`src/rtl/counter_event_monitor.sv`:
```
// Observer for counter_4bit: sticky event status, saturating wrap count, maskable irq.
// Optional stall detection (stall counter, STALL state, status[2]) enabled by EVT_MON_STALL_DET_EN.
module counter_event_monitor #(
   parameter int CNT_W       = 4,
   parameter int WRAP_W      = 8,
   parameter int STALL_LIMIT = 4
) (
   input  logic              clk,
   input  logic              reset,
   input  logic              enable,
   input  logic [CNT_W-1:0]  count,
   input  logic [CNT_W-1:0]  cmp_value,
   input  logic              clr,
   input  logic [3:0]        clr_mask,
   input  logic [3:0]        irq_en,
   output logic [3:0]        status,
   output logic [WRAP_W-1:0] wrap_cnt,
   output logic [1:0]        state,
   output logic              irq
);

   // state | meaning
   // IDLE  | counter disabled
   // RUN   | counter enabled and advancing
   // STALL | enabled but count held for STALL_LIMIT cycles
   typedef enum logic [1:0] {
      IDLE  = 2'd0,
      RUN   = 2'd1,
      STALL = 2'd2
   } state_t;

   state_t            state_q, state_d;
   logic [CNT_W-1:0]  prev_count;
   logic              prev_en;
   logic [CNT_W-1:0]  expected;
   logic              evt_wrap, evt_match, evt_err, evt_stall;
   logic [3:0]        events, clr_bits, status_d;

   assign expected  = prev_en ? prev_count + CNT_W'(1) : prev_count;
   assign evt_wrap  = prev_en && (prev_count == '1) && (count == '0);
   assign evt_match = (count == cmp_value) && (count != prev_count);
   assign evt_err   = (count != expected);

`ifdef EVT_MON_STALL_DET_EN
   localparam int               SC_W  = $clog2(STALL_LIMIT + 1);
   localparam logic [SC_W-1:0]  LIMIT = SC_W'(STALL_LIMIT);

   logic [SC_W-1:0] stall_cnt, stall_inc, stall_d;
   logic            held;

   always_comb begin
      held      = prev_en && (count == prev_count);
      stall_inc = '0;
      if (held)
         stall_inc = (stall_cnt == LIMIT) ? LIMIT : stall_cnt + SC_W'(1);
      evt_stall = held && (stall_inc == LIMIT);
      stall_d   = stall_inc;
      // restart the hold count so a persisting stall re-arms from zero
      if ((state_d == STALL) && (state_q != STALL))
         stall_d = '0;
   end

   always_ff @(posedge clk or posedge reset) begin
      if (reset) stall_cnt <= '0;
      else       stall_cnt <= stall_d;
   end
`else
   assign evt_stall = (STALL_LIMIT < 0);
`endif

   always_comb begin
      state_d = state_q;
      case (state_q)
         IDLE:    if (enable) state_d = RUN;
         RUN:     if (!enable) state_d = IDLE;
                  else if (evt_stall) state_d = STALL;
         STALL:   if (!enable) state_d = IDLE;
                  else if (count != prev_count) state_d = RUN;
         default: state_d = IDLE;
      endcase
   end

   assign events   = {evt_err, evt_stall, evt_match, evt_wrap};
   assign clr_bits = clr ? clr_mask : 4'b0000;
   assign status_d = (status & ~clr_bits) | events;

   always_ff @(posedge clk or posedge reset) begin
      if (reset) begin
         state_q    <= IDLE;
         prev_count <= '0;
         prev_en    <= 1'b0;
         status     <= 4'b0000;
         wrap_cnt   <= '0;
         irq        <= 1'b0;
      end else begin
         state_q    <= state_d;
         prev_count <= count;
         prev_en    <= enable;
         status     <= status_d;
         if (evt_wrap && (wrap_cnt != '1))
            wrap_cnt <= wrap_cnt + WRAP_W'(1);
         irq        <= |(status & irq_en);
      end
   end

   assign state = state_q;

endmodule
```
`config.mk`:
```
export PLATFORM = sky130hd
export DESIGN_NAME = counter_event_monitor
export DESIGN_NICKNAME = d
export VERILOG_FILES = /design/src/rtl/counter_event_monitor.sv
export SDC_FILE = /design/constraint.sdc
export NUM_CORES = 1
export LEC_CHECK = 0
export CAP_MARGIN = 20
export CORE_AREA = 2 2 49 51
export DETAILED_ROUTE_END_ITERATION = 6
export DIE_AREA = 0 0 51 53
export PLACE_DENSITY = 0.77
export SLEW_MARGIN = 5
export SYNTH_ARGS = -nofsm -noshare
export SYNTH_HDL_FRONTEND = slang
export SYNTH_SLANG_ARGS = --single-unit
```
`constraint.sdc`:
```
create_clock -name clk -period 3.2 [get_ports clk]
set_input_delay 0.32 -clock clk [delete_from_list [all_inputs] [get_ports clk]]
set_output_delay 0.32 -clock clk [all_outputs]
set_load 0.05 [all_outputs]
```
==> impl_metrics.json <==
{
  "crit_chain": "clkdlybuf4s50_1, or4b_1, or4_1, nor2_1, mux2_1",
  "drive_gt1_share_pct": 6.09,
  "root_buffer": "clkbuf_4",
  "power.internal_mw": 0.341,
  "drc": 0,
  "seq_power_share_pct": 55.4,
  "crit_family": "simple AND/OR/NAND/NOR gates",
  "maxCapViolations": 0,
  "fmax_mhz": 397,
  "arrival_ps": 2690,
  "cts_setup_buffers": 0,
  "synth_top_family_by_area": "simple AND/OR/NAND/NOR gates",
  "slew_viol_final": 0,
  "grt_pass1_vias": 686,
  "ff_latch_area_um2": 475,
  "hold_class": "in -> async",
  "ir_worst_vdd_mv": 0.229,
  "port_buffers": 33,
  "tns_ps": 0,
  "clock_latency_ps": 280,
  "setup-violations-final": 0,
  "avgRoutedWirePerCell_um": 11.8,
  "dpl.hpwl_mm": 1.34,
  "vias": 696,
  "area_growth_pct": 38.8,
  "wl_mm": 1.69,
  "holdBufCountCts": 0,
  "leakage_nw": 0.574,
  "die_h_um": 53,
  "switching_share_pct": 26.3,
  "multi_input_area_um2": 445,
  "pwr-share-clk_pct": 24.5,
  "grt_pass1_wl_mm": 2.91,
  "drt-vias-per-instance": 4.87,
  "crit_slowest_cell": "or4_1",
  "cts_tree": "built",
  "hold_viol": 0,
  "synth_edf_count": 0,
  "first_pass_iters": 4,
  "syn_avg_cell_area_um2": 11.7,
  "ios": 35,
  "initial_core_util_pct": 44.3,
  "worstMarginPinSlew_ps": 683,
  "antenna_found_initial": 0,
  "synth-simple-area-share_pct": 21.4,
  "globalRouteTotalUtil_pct": 14.5,
  "cpPeakStageDelay_ps": 710,
  "synth_nets": 103,
  "relSlewSlack_pct": 54.4,
  "numCtsBuffers": 3,
  "nets": 138,
  "crit_required_ps": 3370,
  "finalWorstSetupSlack_ps": 684,
  "die_w_um": 51,
  "dieArea_um2": 2700,
  "synth-main-ff-cell": "dfrtp_1",
  "power_switching_mw": 0.122,
  "fillers": 190,
  "synth.distinct_cells": 27,
  "drtIter0Drc": 8,
  "dp_worst_setup_slack_ps": 364,
  "dp.cells": 139,
  "synth_fa_ha_area_share_pct": 2.63,
  "synth_area_um2": 951,
  "hold_ws_ps": 434,
  "yosys-mux-area-fraction_pct": 1.18,
  "combPwrFrac_pct": 20.1,
  "fp-row-count": 17,
  "ant_nets": 0,
  "cp_max_fo": 8,
  "cts-resized-gates": 0,
  "gp_congestion": 0.753,
  "p_per_area_nw_per_um2": 351,
  "end_kind": "register",
  "antennaDiodeCount": 0,
  "clock-sinks": 19,
  "start_kind": "input port",
  "core_area_um2": 2150,
  "async_flop_share_pct": 100,
  "crit_buf_inv": 1,
  "synth_compound_area_share_pct": 4.61,
  "crit_type": "in -> reg",
  "netlist_instances": 81,
  "clk_pin_slew_ps": 100,
  "rsz0062_at_grt": "no",
  "fin_skew_ps": 1.88,
  "cts.path.max_buffers": 2,
  "grt_remaining_overflow": 0,
  "instances_no_fill": 143,
  "htree_num_levels": 1,
  "total_power_mw": 0.463,
  "synth-xor-area-share_pct": 16.6,
  "status": "finished, final reports clean",
  "yosysWarnings": 0,
  "period_needed_ps": 2520,
  "ys_ff_latch": 19,
  "fin_crit_sh_pct": 78.6,
  "grt_max_degree": 20,
  "yosysSeqAreaShare_pct": 50.0
}
## worst paths after layout
path,from,endpoint,slack (ps),depth (start not counted)
min,reset,wrap_cnt[0]$_DFFE_PP0P_,430,2
max in group asynchronous,reset,status[0]$_DFF_PP0_,2330,2
max,count[1],wrap_cnt[1]$_DFFE_PP0P_,680,5
min reg2reg,wrap_cnt[7]$_DFFE_PP0P_,wrap_cnt[7]$_DFFE_PP0P_,510,1
min in group clk,enable,state[0]$_DFFE_PP0P_,490,1
max reg2reg,prev_count[2]$_DFF_PP0_,wrap_cnt[1]$_DFFE_PP0P_,960,4
## cell usage after synthesis, types with 2 or more instances
library cell  count  area (µm²)
dfrtp_1          19         475
xor2_1           14         123
nand2_1           9        33.8
nand3_1           5        25.0
xnor2_1           4        35.0
nor4_4            3        63.8
a22oi_1           2        15.0
ha_1              2        25.0
inv_1             2        7.51
nand4_1           2        12.5
nor2_1            2        7.51
nor3_1            2        10.0
## layout by cell type (no fill, tap or decap)
master           Yosys  layout
a21boi_0             1       1
a21oi_1              1       1
a22o_1               1       1
a22oi_1              2       2
and4_1               1       1
clkbuf_1             1       1
clkbuf_4             0       3
clkdlybuf4s50_1      0      33
conb_1               1       1
dfrtp_1             19      19
ha_1                 2       2
inv_1                2       2
mux2_1               1       1
nand2_1              9       9
nand3_1              5       5
nand4_1              2       2
nor2_1               2       2
nor2b_1              1       1
nor3_1               2       2
nor3b_2              1       1
nor4_1               1       1
nor4_4               3       3
o31ai_1              1       1
or4_1                1       1
or4b_1               1       1
xnor2_1              4       4
xor2_1              14      14
## final cells by class
| cell class | instances | area share [%] |
|---|---|---|
| flip-flops and latches | 19 | 36.0 |
| well taps | 28 | 2.65 |
| multi-input cells | 57 | 33.7 |
| repair buffers | 33 | 25.0 |
| inverters | 2 | 0.569 |
| clock buffers | 4 | 1.99 |
## flip-flops by register name (all words and copies together), names as in the netlist
signal and cells:
wrap_cnt 8, prev_count 4, status 4, irq 1, prev_en 1, state 1
## layer usage
| layer | GRT usage, % | up-vias | share of wire [%] |
|---|---|---|---|
| li1 | - | 347 | - |
| met1 | 17.8 | 323 | 46 |
| met2 | 25.3 | 24 | 48 |
| met3 | 2.54 | 2 | 4.9 |
| met4 | 5.41 | 0 | 1.0 |
| met5 | 0 | - | 0 |
## kinds of logic (layout without fill, tap and decap cells)
group / Yosys count / after routing
AND/OR/NAND/NOR: 29 / 29
other: 1 / 1
flip-flops: 19 / 19
buffers and inverters: 5 / 39
multiplexers: 1 / 1
XOR/XNOR: 18 / 18
adder cells (fa/ha/maj): 2 / 2
AO/OA/AOI/OAI: 6 / 6
## power groups by stage
stage	clock network, mW	registers [mW]	logic (mW)
after global placement	0	0.260	0.0928
after detailed placement	0	0.261	0.0942
after global routing	0.135	0.258	0.101
after floorplan	0	0.280	0.0310
after CTS	0.118	0.256	0.0944
final	0.113	0.256	0.0931
## through the flow
| stage | util, % | instance area (µm²) |
|---|---|---|
| final | 61.4 | 1320 |
| after global routing | 61.4 | 1320 |
| after CTS | 61.4 | 1320 |
| after detailed placement | 60.2 | 1290 |
| after global placement | 60.2 | 1290 |
| after floorplan | - | 951 |
(Power assumes the default switching activity.)
